<file path="src/rtl/hazard_ctrl.sv">
// Pipeline hazard unit: load-use stall, control-hazard flush, operand forwarding,
// and a whole-pipe freeze for multi-cycle data-memory accesses with timeout.
module hazard_ctrl #(
  parameter int unsigned CNT_W       = 32,
  parameter int unsigned MEM_TIMEOUT = 255
) (
  input  logic             clk,
  input  logic             rst,
  input  logic [4:0]       Rs1D,
  input  logic [4:0]       Rs2D,
  input  logic [4:0]       Rs1E,
  input  logic [4:0]       Rs2E,
  input  logic [4:0]       RdE,
  input  logic [1:0]       ResultSrcE,
  input  logic             PCSrcE,
  input  logic [4:0]       RdM,
  input  logic             RegWriteM,
  input  logic             MemReqM,
  input  logic             MemReadyM,
  input  logic [4:0]       RdW,
  input  logic             RegWriteW,
  output logic             StallF,
  output logic             StallD,
  output logic             StallE,
  output logic             StallM,
  output logic             FlushD,
  output logic             FlushE,
  output logic             FlushW,
  output logic [1:0]       ForwardAE,
  output logic [1:0]       ForwardBE,
  output logic             MemErr,
  output logic [CNT_W-1:0] LuStallCnt,
  output logic [CNT_W-1:0] FlushCnt,
  output logic [CNT_W-1:0] MemWaitCnt
);

  typedef enum logic [1:0] {S_RUN, S_WAIT, S_ERR} state_t;

  state_t           r_state;
  logic [15:0]      r_tmo;
  logic             r_err;
  logic [CNT_W-1:0] r_lu_cnt;
  logic [CNT_W-1:0] r_fl_cnt;
  logic [CNT_W-1:0] r_mw_cnt;

  logic w_lw_stall;
  logic w_mem_busy;
  logic w_not_err;

  assign w_lw_stall = (ResultSrcE == 2'b01) && (RdE != 5'd0) &&
                      ((RdE == Rs1D) || (RdE == Rs2D));
  assign w_mem_busy = MemReqM && !MemReadyM;
  assign w_not_err  = (r_state != S_ERR);

  function automatic logic [1:0] fwd_sel(input logic [4:0] rs);
    if (RegWriteM && (RdM != 5'd0) && (RdM == rs))
      return 2'b10;
    else if (RegWriteW && (RdW != 5'd0) && (RdW == rs))
      return 2'b01;
    else
      return 2'b00;
  endfunction

  function automatic logic [CNT_W-1:0] sat_inc(input logic [CNT_W-1:0] v, input logic en);
    return (en && (v != '1)) ? v + CNT_W'(1) : v;
  endfunction

  // Stall/flush must react in the same cycle as memBusy, so they are combinational
  // from the registered state; everything is held at 0 while reset is asserted.
  always_comb begin
    StallF    = 1'b0;
    StallD    = 1'b0;
    StallE    = 1'b0;
    StallM    = 1'b0;
    FlushD    = 1'b0;
    FlushE    = 1'b0;
    FlushW    = 1'b0;
    ForwardAE = 2'b00;
    ForwardBE = 2'b00;
    if (rst) begin
      ForwardAE = fwd_sel(Rs1E);
      ForwardBE = fwd_sel(Rs2E);
      if (!w_not_err) begin
        StallF = 1'b1;
        StallD = 1'b1;
        StallE = 1'b1;
        StallM = 1'b1;
      end else if (w_mem_busy) begin
        StallF = 1'b1;
        StallD = 1'b1;
        StallE = 1'b1;
        StallM = 1'b1;
        FlushW = 1'b1;
      end else begin
        StallF = w_lw_stall;
        StallD = w_lw_stall;
        FlushD = PCSrcE;
        FlushE = w_lw_stall || PCSrcE;
      end
    end
  end

  always_ff @(posedge clk or negedge rst) begin
    if (!rst) begin
      r_state  <= S_RUN;
      r_tmo    <= '0;
      r_err    <= 1'b0;
      r_lu_cnt <= '0;
      r_fl_cnt <= '0;
      r_mw_cnt <= '0;
    end else begin
      case (r_state)
        S_RUN: begin
          if (w_mem_busy) begin
            r_state <= S_WAIT;
            r_tmo   <= 16'd1;
          end
        end
        S_WAIT: begin
          if (MemReadyM || !MemReqM) begin
            r_state <= S_RUN;
            r_tmo   <= '0;
          end else if (r_tmo == 16'(MEM_TIMEOUT)) begin
            r_state <= S_ERR;
            r_err   <= 1'b1;
          end else begin
            r_tmo <= r_tmo + 16'd1;
          end
        end
        default: r_state <= S_ERR;
      endcase
      r_lu_cnt <= sat_inc(r_lu_cnt, w_not_err && !w_mem_busy && w_lw_stall);
      r_fl_cnt <= sat_inc(r_fl_cnt, w_not_err && !w_mem_busy && PCSrcE);
      r_mw_cnt <= sat_inc(r_mw_cnt, w_not_err && w_mem_busy);
    end
  end

  assign MemErr     = r_err;
  assign LuStallCnt = r_lu_cnt;
  assign FlushCnt   = r_fl_cnt;
  assign MemWaitCnt = r_mw_cnt;

endmodule
</file>
<file path="config.mk">
export PLATFORM = sky130hd
export DESIGN_NAME = hazard_ctrl
export DESIGN_NICKNAME = d
export VERILOG_FILES = /design/src/rtl/hazard_ctrl.sv
export SDC_FILE = /design/constraint.sdc
export NUM_CORES = 1
export LEC_CHECK = 0
export CAP_MARGIN = 10
export CORE_ASPECT_RATIO = 0.5
export CORE_UTILIZATION = 51
export CTS_BUF_LIST = sky130_fd_sc_hd__clkbuf_4 sky130_fd_sc_hd__clkbuf_8
export CTS_CLUSTER_DIAMETER = 60
export CTS_CLUSTER_SIZE = 12
export DETAILED_ROUTE_END_ITERATION = 6
export GPL_TIMING_DRIVEN = 0
export PLACE_DENSITY = 0.82
export RECOVER_POWER = 100
export SETUP_SLACK_MARGIN = 0.5
export SYNTH_ARGS = -nofsm -noshare
export SYNTH_HDL_FRONTEND = slang
export SYNTH_SLANG_ARGS = --single-unit
export TNS_END_PERCENT = 5
</file>
<file path="constraint.sdc">
create_clock -name clk -period 3.7 [get_ports clk]
set_clock_uncertainty 0.1 [all_clocks]
set_input_delay 0.925 -clock clk [delete_from_list [all_inputs] [get_ports clk]]
set_output_delay 0.925 -clock clk [all_outputs]
set_load 0.02 [all_outputs]
</file>
Word level (Yosys, flattened, before mapping) --
Index checks and enable logic that the tools add are counted.
Word-level totals: logic and storage cells 85, memories 0, bits of input ports 44, output and inout port bits 108, memory bits (read-only) 0, RAM bits 0, bits in latches 0, register bits after elaboration 115
Operators by class: order comparisons 0, multiply operators 0, add/sub/neg operators 4, reduce and logical (&&, ||, !) cells 30, equality and inequality tests 16, divide/modulo/power cells 0, muxes and demuxes 28, shift-type cells 0, bitwise logic cells 1
Operators by type and width (count):
- $add 32x1->32 const B | 3
- $ne 32x32->1 const B | 3
- $mux 16 | 3
- $pmux 16 s2 | 1
- $eq 5x5->1 | 6
- $add 16x1->16 const B | 1
- $eq 16x8->1 const B | 1
- $logic_and 1x1->1 | 16
- $mux 1 | 16
- $reduce_bool 5->1 | 3
- $mux 2 | 7
- $ne 3x3->1 const B | 2
- $reduce_and 3->1 | 2
- $eq 2x1->1 const B | 2
- $ne 2x2->1 const B | 2
- $pmux 2 s2 | 1
- $logic_not 1->1 | 3
- $logic_or 1x1->1 | 3
- $logic_not 2->1 | 1
- $reduce_and 2->1 | 1
- $reduce_bool 2->1 | 1
- $not 1->1 | 1

Longest topological paths before layout --
word-level depth 7, gate-level depth with buffers 8, mapped depth without buffers 7

Worst setup path after synthesis --
Ideal clock, no wire load.
path kind input to output, start point input port RdM[1], end point output port ForwardAE[0], cell stages on the path 4, path buffers 0, required time 2675 ps, data arrival time 2442 ps, slack 233 ps, path through or4_1 o21ai_0 nor4_1 nor4_1
On the way: cells in the longest elaborated chain, start to end 5, elaborated cells on any way between the ends 6, those cells by class eq/ne (1); mux (2); reduce/logical (3)
Ends and longest elaborated chain:
- start: declaration | line 16 | input logic [4:0] RdM,
- $reduce_bool 5->1 | line 56 | if (RegWriteM && (RdM != 5'd0) && (RdM == rs))
- $logic_and 1x1->1 | line 56
- $logic_and 1x1->1 (*) | line 56
- $mux 2 (*) | line 56
- $mux 2 (*) | line 80 | if (rst) begin
- end: declaration | line 29 | output logic [1:0] ForwardAE,
Mark *: on every way between the ends. The rest lies on a longest branch, timed or not.

Worst setup path in the final report --
start point input port MemReqM, end point output port FlushE
On the way: cells in the longest elaborated chain, start to end 4
Ends and longest elaborated chain:
- start: declaration | line 18 | input logic MemReqM,
- $logic_and 1x1->1 | line 52 | assign w_mem_busy = MemReqM && !MemReadyM;
- $mux 1 | line 88 | end else if (w_mem_busy) begin
- $mux 1 | line 83 | if (!w_not_err) begin
- $mux 1 | line 80
- end: declaration | line 27 | output logic FlushE,
Every way passes these cells.

==> flow_summary_export.csv <==
group,metric,value,unit
clock_tree,clock_insertion_delay_worst_skew,450,ps
clock_tree,tritoncts_num_sinks,115,
synthesis,netlist.top_cell.by_area,"sky130_fd_sc_hd__dfrtp_1",
setup_path,setup.worst_path.class,"in2out",
route,via_count,5210,
placed_design,routabilityCongestion,0.844,
route,drt_drc_violations_left,0,
finish,area_growth,38.5,%
sta,fmax,0.286,GHz
placed_design,dpl-instance-area,0.00775,mm²
sta,min_tclk_post_route,3500,ps
sta,tightest_slew,2360,ps
sta,final-setup-viol-count,0,
finish,layout.cells.most_common,"sky130_fd_sc_hd__dfrtp_1",
synthesis,synth_top_area_frac,0.480,
status,violations,"capacitance limit, slew limit",
floorplanning,floorplan.rows,27,
floorplanning,initial_core_utilization,0.534,
placed_design,hpwlAfterDp,10400,µm
clock_tree,cts_buffers,17,
synthesis,yosysSeqAreaShare,0.480,
power_and_ir_drop,leakagePower,3.84,nW
clock_tree,cts_htree_levels,4,
setup_path,longest_individual_stage_delay_on_the_worst_path,580,ps
route,routed_wirelength,15600,µm
global_routing,groute.usage.overall,0.262,
setup_path,timing.critical_path.to_type,"output pin",
placed_design,io_buffers,151,
finish,multi_input_area,0.00307,mm²
finish,finalNetCount,832,
setup_path,critical_path.slowest_cell,"sky130_fd_sc_hd__dlygate4sd3_1",
synthesis,post_synth_inst_count,601,
power_and_ir_drop,cellPowerDensity,398,mW/mm²
sta,timing.final.max_slew_violations,53,
setup_path,worst-endpoint-arrival,2480,ps
sta,final.setup.tns,0,ps
synthesis,synth_enable_flop_cells,0,
synthesis,number_of_warnings_printed_during_yosys_synthesis,0,
route,first_pass_iters,4,
finish,layout-drive-gt1-share,0.110,
sta,hold_violations,0,
setup_path,required,2670,ps
global_routing,first_pass_grt_wire_length,24600,µm
min_path,kind_of_path_behind_the_tightest_hold_check,"in2async",
route,mean_routed_wirelength_per_cell,16.3,µm
finish,layout.cells.most_common_list,"115 x sky130_fd_sc_hd__dfrtp_1, 98 x sky130_fd_sc_hd__dlygate4sd3_1, 80 x sky130_fd_sc_hd__xnor2_1",
global_routing,grt_max_degree,53,
sta,max-slew-margin-rel,-0.575,
clock_tree,tritoncts,"built",
sta,final_min_period_over_clock_period,0.946,
synthesis,postSynthNetCount,649,
synthesis,postSynth.topFlopCell,"sky130_fd_sc_hd__dfrtp_1",
power_and_ir_drop,ir_worst_vdd,0.264,mV
synthesis,syn_avg_cell_area,9.97,µm²
synthesis,mappedNetlistArea,0.00599,mm²
floorplanning,ioPinCount,152,
route,detail-route-antenna-nets,0,
synthesis,ys_seq_elements,115,
setup_path,critPathLaunchType,"primary input",
clock_tree,clock_path_buffers,2,
clock_tree,cts.reportedPaths.clkPinSlew,80,ps
finish,final_cell_area,0.00830,mm²
global_routing,grt_pass1_vias,4993,
job,timing.max_cap.violations,1,
synthesis,synthDistinctLibCells,46,
clock_tree,cts_root_buffer,"sky130_fd_sc_hd__clkbuf_8",
setup_path,timing.critical_path.cells,"dlygate4sd3_1 -> nand2b_2 -> nand2_2 -> or2_4 -> nor2_4 -> clkbuf_8 -> o21a_2 -> buf_6",
finish,antenna_cells_inserted,0,
setup_path,rr_worst_depth,6,
status,status,"finished with violations",
finish,layout.area.seq,0.00288,mm²
route,detailedRoute.firstIterationViolations,233,
synthesis,synth-async-reset-ratio,1.00,
floorplanning,floorplan.die_area,0.0122,mm²
global_routing,antenna_found_initial,0,
finish,n_fill_cell,823,
route,via_per_inst,5.45,
setup_path,critical_path.max_fanout,3,
floorplanning,die_h,78.6,µm
floorplanning,die_x,155,µm
synthesis,synth_top_cells_by_area,"sky130_fd_sc_hd__dfrtp_1 48%, sky130_fd_sc_hd__xnor2_1 12%, sky130_fd_sc_hd__xor2_1 7.3%",
floorplanning,core-area,0.0112,mm²
global_routing,grt_overflow_total,0,
sta,grt_setup_unrepaired,"yes",
[final timing paths]
| kind | startpoint | to | slack, ps |
|---|---|---|---|
| max | MemReqM | FlushE | 200 |
| min | rst | LuStallCnt[20]$_DFFE_PN0P_ | 190 |
| max reg2reg | LuStallCnt[2]$_DFFE_PN0P_ | LuStallCnt[27]$_DFFE_PN0P_ | 570 |
| min reg2reg | MemErr$_DFFE_PN0P_ | MemErr$_DFFE_PN0P_ | 360 |
| max in group asynchronous | rst | MemWaitCnt[31]$_DFFE_PN0P_ | 720 |
| min in group clk | MemErr$_DFFE_PN0P_ | MemErr$_DFFE_PN0P_ | 360 |
[worst max-delay path: cells and delay by family]
family                 cells  cell delay (ps)
buffers and inverters      3              830
and+or+nand+nor            4              580
AOI/OAI and AO/OA          1              130
[metal layers]
| layer | track usage | up-vias | wire (µm) |
|---|---|---|---|
| met3 | 0.0607 | 41 | 929 |
| met2 | 0.438 | 193 | 7450 |
| li1 | - | 2486 | - |
| met1 | 0.328 | 2490 | 6800 |
| met5 | 0 | - | 0 |
| met4 | 0.116 | 0 | 385 |
[metrics by stage]
stage	instances	hold slack (ps)	worst slack [ps]	power, W	util
detailed placement	912	354	-714	0.00202	0.691
global placement	911	343	-4860	0.00200	0.688
global route	956	165	140	0.00344	0.740
CTS	953	180	301	0.00336	0.749
floorplan	601	402	435	0.00171	-
finish	956	188	200	0.00330	0.740
[cell type report]
class,instances,share of cell area
timing repair buffer,164,0.191
buffer,11,0.00754
clock inverter,14,0.0244
inverter,15,0.00679
clock buffer,18,0.0299
tap,159,0.0240
multi-input combinational,460,0.370
sequential,115,0.347
[repair_timing]
| item | 4_1_cts | 5_1_grt |
|---|---|---|
| setup buffers | 6 | 3 |
| hold buffers | 0 | 0 |
| setup endpoints to repair | 11 | 11 |
| pin swaps | 26 | 6 |
| gates cloned | 3 | 0 |
| endpoints found under the hold margin | 0 | 0 |
| resized for setup | 124 | 15 |
[cells in the mapped netlist (10+ instances only)]
library cell / count
sky130_fd_sc_hd__nand2_1: 41
sky130_fd_sc_hd__nor2_1: 53
sky130_fd_sc_hd__xor2_1: 50
sky130_fd_sc_hd__xnor2_1: 80
sky130_fd_sc_hd__nand3_1: 49
sky130_fd_sc_hd__and3_1: 21
sky130_fd_sc_hd__dfrtp_1: 115
sky130_fd_sc_hd__nor3_1: 21
sky130_fd_sc_hd__nand4_1: 41
sky130_fd_sc_hd__o21ai_0: 10
sky130_fd_sc_hd__inv_1: 15
sky130_fd_sc_hd__nor4_1: 10
[where the power goes]
part / total [W] / switching [W] / internal [W]
clock network: 0.00132 / 0.000565 / 0.000759
logic: 0.000538 / 0.000292 / 0.000246
registers: 0.00144 / 0.000105 / 0.00133
[flip-flops by register name (all words and copies together) (netlist names)]
signal      flops
r_state         2
FlushCnt       32
MemErr          1
MemWaitCnt     32
r_tmo          16
LuStallCnt     32
[cells by family (layout without fill, tap and decap cells)]
kind of cell | count (synthesis) | in the layout | share of synthesized area
and+or+nand+nor | 283 | 283 | 0.251
xor gates and xnor gates | 130 | 130 | 0.190
DFF | 115 | 115 | 0.480
AOI/OAI and AO/OA | 39 | 39 | 0.0453
buffers and inverters | 26 | 222 | 0.0182
adders and majority gates | 4 | 4 | 0.00835
muxes | 4 | 4 | 0.00731
Note: power is estimated with default switching activity, not from simulation.
==> variant 1: new RTL, same flow settings <==
The 3 states of `state_t` get a one-hot encoding in 3 bits.
--- a/src/rtl/hazard_ctrl.sv
+++ b/src/rtl/hazard_ctrl.sv
@@ -35,5 +35,5 @@
 );
 
-  typedef enum logic [1:0] {S_RUN, S_WAIT, S_ERR} state_t;
+  typedef enum logic [2:0] {S_RUN = 3'b001, S_WAIT = 3'b010, S_ERR = 3'b100} state_t;
 
   state_t           r_state;
Behaviour: no difference found for any inputs over 10 cycles, from zero or initial values and one cycle with rst low; not proved beyond that.
==> variant 1 against the unedited design <==
The flow still finishes with violations (max-capacitance violations, max-slew violations); sequential cell count up 1; cell count up 1.9%; non-clock buffer count up 2; cell area about the same; synthesized area up 1.9%; synthesized cell count up 3.5%; wire length up 4.1%; setup slack better by 60 ps; critical path type unchanged; critical endpoint is now ForwardBE[1]; largest cell class unchanged; highest routed layer unchanged.
Power is not compared: it rests on default switching activity, and its combinational part moved more than twofold at a synthesized area within 25%.
==> variant 1: results (changes against the unedited design) <==
* Status: finished, violations left (unchanged)
* Failing checks: max-capacitance violations, max-slew violations (unchanged)
* Synth Flop Type: dfrtp_1 (unchanged)
* Gr usage total at 26.74% (was 26.19%)
* First-pass GRT wire length at 25610 um (was 24560 um)
* Placed cells at 933 (was 912)
* Syn_area_per_cell at 9.816 um2 (was 9.970 um2)
* Reg-to-reg startpoint: FlushCnt[18] (was LuStallCnt[2])
* Peak Freq at 0.2907 GHz (was 0.2857 GHz)
* CTS resizes at 134 (was 124)
* CTS clk-pin slew, worst paths at 70 ps
* GPL Wtd Cong at 0.8358 (was 0.8439)
* Hold Crit Class: input port to asynchronous set/reset pin (unchanged)
* Hpwl dp at 10800 um (was 10350 um)
* DRT iter0 DRCs at 346 (was 233)
* Cell Int Power at 2045 uW
* WP data arrival at 2420 ps (was 2480 ps)
* First drt pass iteration count at 6 (was 4)
* Max_cap viols at 1 (unchanged)
* Reg2Reg Depth at 7 (was 6)
* Place WS at -732.7 ps (was -713.7 ps)
* Worst-skew pair later-pin latency at between 400 and 500 ps
* Share of cells above drive strength 1 at 10.43% (was 11.04%)
* Worst-Margin Slew at 1874 ps (was 2362 ps)
* H-tree depth at 4 (unchanged)
* Worst Path Max Fanout at 2 (was 3)
* IO buf count at 151 (unchanged)
* R2R Setup Slk at 730 ps (was 570 ps)
* Vias in the first global route at 5128 (was 4993)
* Distinct cells, synth at 48 (was 46)
* Largest net degree at the start of global routing at 35 (was 53)
* Ranking of synthesized cells by area: dfrtp_1, xnor2_1, xor2_1 (unchanged)
* Final #Nets at 850 (was 832)
* Part of the Yosys area used for sequential elements at 47.56% (was 48.03%)
* Worst Setup SP: RdM[3] (was MemReqM)
* Worst Setup EP: ForwardBE[1] (was FlushE)
* Hold WS at 186.4 ps (was 188.0 ps)
* Placed inst area at 7858 um2 (was 7749 um2)
* Synth Warn # at 0 (unchanged)
* RR Endpoint: FlushCnt[23] (was LuStallCnt[27])
* Global route overflow at 0 (unchanged)
* Vias after detailed routing at 5323 (was 5210)
* WL/cell at 16.65 um (was 16.29 um)
* Post-synth net total at 670 (was 649)
* Commonest cells post-synth: dfrtp_1, xnor2_1, xor2_1 (was dfrtp_1, xnor2_1, nor2_1)
* Layout Cells excl Fill at 974 (was 956)
* Final Max Tran Viols at 35 (was 53)
* # Post-CTS Setup Buffers at 4 (was 6)
* ANT cells at 0 (unchanged)
## variant 1: changes by cell type in the layout (fill, tap and decap cells not counted), sizes merged, moves of 5 or more
cell         change
inv              -8
clkbuf          +11
xor2            +13
dlygate4sd2      -9
nand2           +18
xnor2            -9
o21ai            -5
and4             +5
## variant 1: area by class of cell
class | count | area, um2
timing repair buffer | 161 | 1513
sequential | 116 | 2904
multi-input combinational | 481 | 3147
clock inverter | 12 | 155.1
tap | 159 | 198.9
clock buffer | 20 | 269.0
inverter | 9 | 33.78
fill | 842 | 3017
buffer | 16 | 80.08
## variant 1: stage by stage
stage                     setup TNS, ps  util (%)
after CTS                             0     74.64
final                                 0     73.34
after global routing                  0     73.34
after global placement          -385400     69.18
after floorplan                       0         -
after detailed placement          -3491     69.43
## variant 1: critical path, cell delays in order
cell     delay, ps
buf_8           90
or4_4          520
o21ai_1        330
buf_4          200
nor4_4          40
and2_1         160
buf_4          150
## variant 1: per-layer routing
| layer | track usage [%] | vias to the layer above | part of all wire (%) |
|---|---|---|---|
| met4 | 8.529 | 0 | 1.2 |
| met1 | 33.81 | 2585 | 44 |
| met3 | 6.515 | 25 | 5.3 |
| met5 | 0 | - | 0 |
| met2 | 45.42 | 167 | 50 |
| li1 | - | 2546 | - |
## variant 1: kinds of logic after synthesis
group	share of synthesized area, %
compound gates	2.418
xor+xnor	19.22
fa+ha+maj	0.8197
buf+inv	1.865
flops	47.56
mux	0.3688
simple gates	27.75
## variant 1: power by group through the flow
stage / clock, uW / combinational, uW / sequential, uW
6_report: 1250 / 152 / 1270
2_1_floorplan: 0 / 40.9 / 1300
4_1_cts: 1260 / 165 / 1270
3_3_place_gp: 0 / 136 / 1300
3_5_place_dp: 0 / 144 / 1300
5_1_grt: 1330 / 166 / 1270
==> variant 2: new RTL, same flow settings <==
Without the edit above. Change the parameter `CNT_W` from 32 to 64.
--- a/src/rtl/hazard_ctrl.sv
+++ b/src/rtl/hazard_ctrl.sv
@@ -2,5 +2,5 @@
 // and a whole-pipe freeze for multi-cycle data-memory accesses with timeout.
 module hazard_ctrl #(
-  parameter int unsigned CNT_W       = 32,
+  parameter int unsigned CNT_W       = 64,
   parameter int unsigned MEM_TIMEOUT = 255
 ) (
Interface: changed (resized FlushCnt, LuStallCnt and MemWaitCnt); port bits go from 152 to 248. The function was not compared with the original's and may differ.
==> variant 2 against the unedited design <==
Total power increased by 17%; first-iteration DRC count rose to 3.2 times the old value; setup slack gained 8.0 ps; largest cell class unchanged; synthesized area increased by 79%; count of clock-buffer cells in the layout up 4; sequential cell count rose by 96; largest power group unchanged; hold slack got worse by 82 ps; cell area increased by 68%; highest routed layer unchanged; critical path type unchanged; wire length is 94% higher; the flow still finishes with violations (max-capacitance violations, max-slew violations).
==> variant 2: results (changes against the unedited design) <==
* Status: finished, violations left (unchanged)
* Failing checks: max-capacitance violations, max-slew violations (unchanged)
* Max_cap viols at 3 (was 1)
* H-tree depth at 1 (was 4)
* First drt pass iteration count at 5 (was 4)
* Adder-cell share of the synthesized area at 0.4661% (was 0.8352%)
* Ranking of synthesized cells by area: dfrtp_1, xnor2_1, xor2_1 (unchanged)
* Net switching power at 884.6 uW (was 961.5 uW)
* Part of the Yosys area used for sequential elements at 49.17% (was 48.03%)
* WL/cell at 18.67 um (was 16.29 um)
* Commonest cells post-synth: dfrtp_1, xnor2_1, nand3_1 (was dfrtp_1, xnor2_1, nor2_1)
* Compound-cell area share of the yosys netlist at 2.529% (was 4.531%)
* Seq pwr share at 59.8% (was 43.6%)
* Clk power at 1380 uW (was 1320 uW)
* GPL Wtd Cong at 0.8930 (was 0.8439)
* IO buf count at 247 (was 151)
* Final Max Tran Viols at 143 (was 53)
* Clock Tree Buf Depth at 3 (was 2)
* Gr usage total at 27.56% (was 26.19%)
* Largest net degree at the start of global routing at 62 (was 53)
* Placed cells at 1581 (was 912)
* Worst-Margin Slew at 2718 ps (was 2362 ps)
* LEAKAGE at 0.006722 uW (was 0.003840 uW)
* Distinct cells, synth at 61 (was 46)
* Worst-skew pair later-pin latency at 540 ps (was 450 ps)
* Hpwl dp at 21400 um (was 10350 um)
* Worst Setup EP: StallF (was FlushE)
* Share of cells above drive strength 1 at 6.324% (was 11.04%)
[variant 2: cell count changes in the layout (fill, tap and decap cells not counted), sizes merged, moves of 24 or more]
cell         unedited run  this run
nand4                  42        87
and3                   23        56
nand3                  49       110
xnor2                  80       150
nor2                   53        77
dfrtp                 115       211
dlygate4sd3            98       195
nand2                  41        87
[variant 2: routing by layer]
metal | vias to the layer above | routed length, um
li1 | 4339 | -
met1 | 4680 | 13070
met2 | 362 | 14410
met3 | 63 | 1704
met4 | 0 | 992
met5 | - | 0
[variant 2: repair_timing]
item / in CTS / in global routing
setup buffers: 3 / 4
gates resized for setup: 84 / 53
cloned: 3 / 2
pin swaps: 10 / 23
setup endpoints to repair: 11 / 11
[variant 2: area by class of cell]
type,count,share of cell area [%]
flip-flops and latches,211,37.91
multi-input cells,821,38.32
plain buffers,15,0.5210
inverters,13,0.3503
repair buffers,260,18.05
well taps,273,2.452
clock buffers,22,2.129
clock inverters,2,0.2695
[variant 2: kinds of logic after synthesis]
| family | after synthesis |
|---|---|
| simple gates | 550 |
| xor+xnor | 222 |
| flops | 211 |
| compound gates | 44 |
| buf+inv | 28 |
| fa+ha+maj | 4 |
| mux | 1 |
[variant 2: metrics by stage]
step / hold WS (ps) / setup slack, ps
6_report: 105.6 / 207.9
4_1_cts: 167.5 / 253.5
3_3_place_gp: 374.2 / -7917
3_5_place_dp: 359.5 / -755.8
5_1_grt: 81.70 / 173.6
2_1_floorplan: 371.3 / 434.6
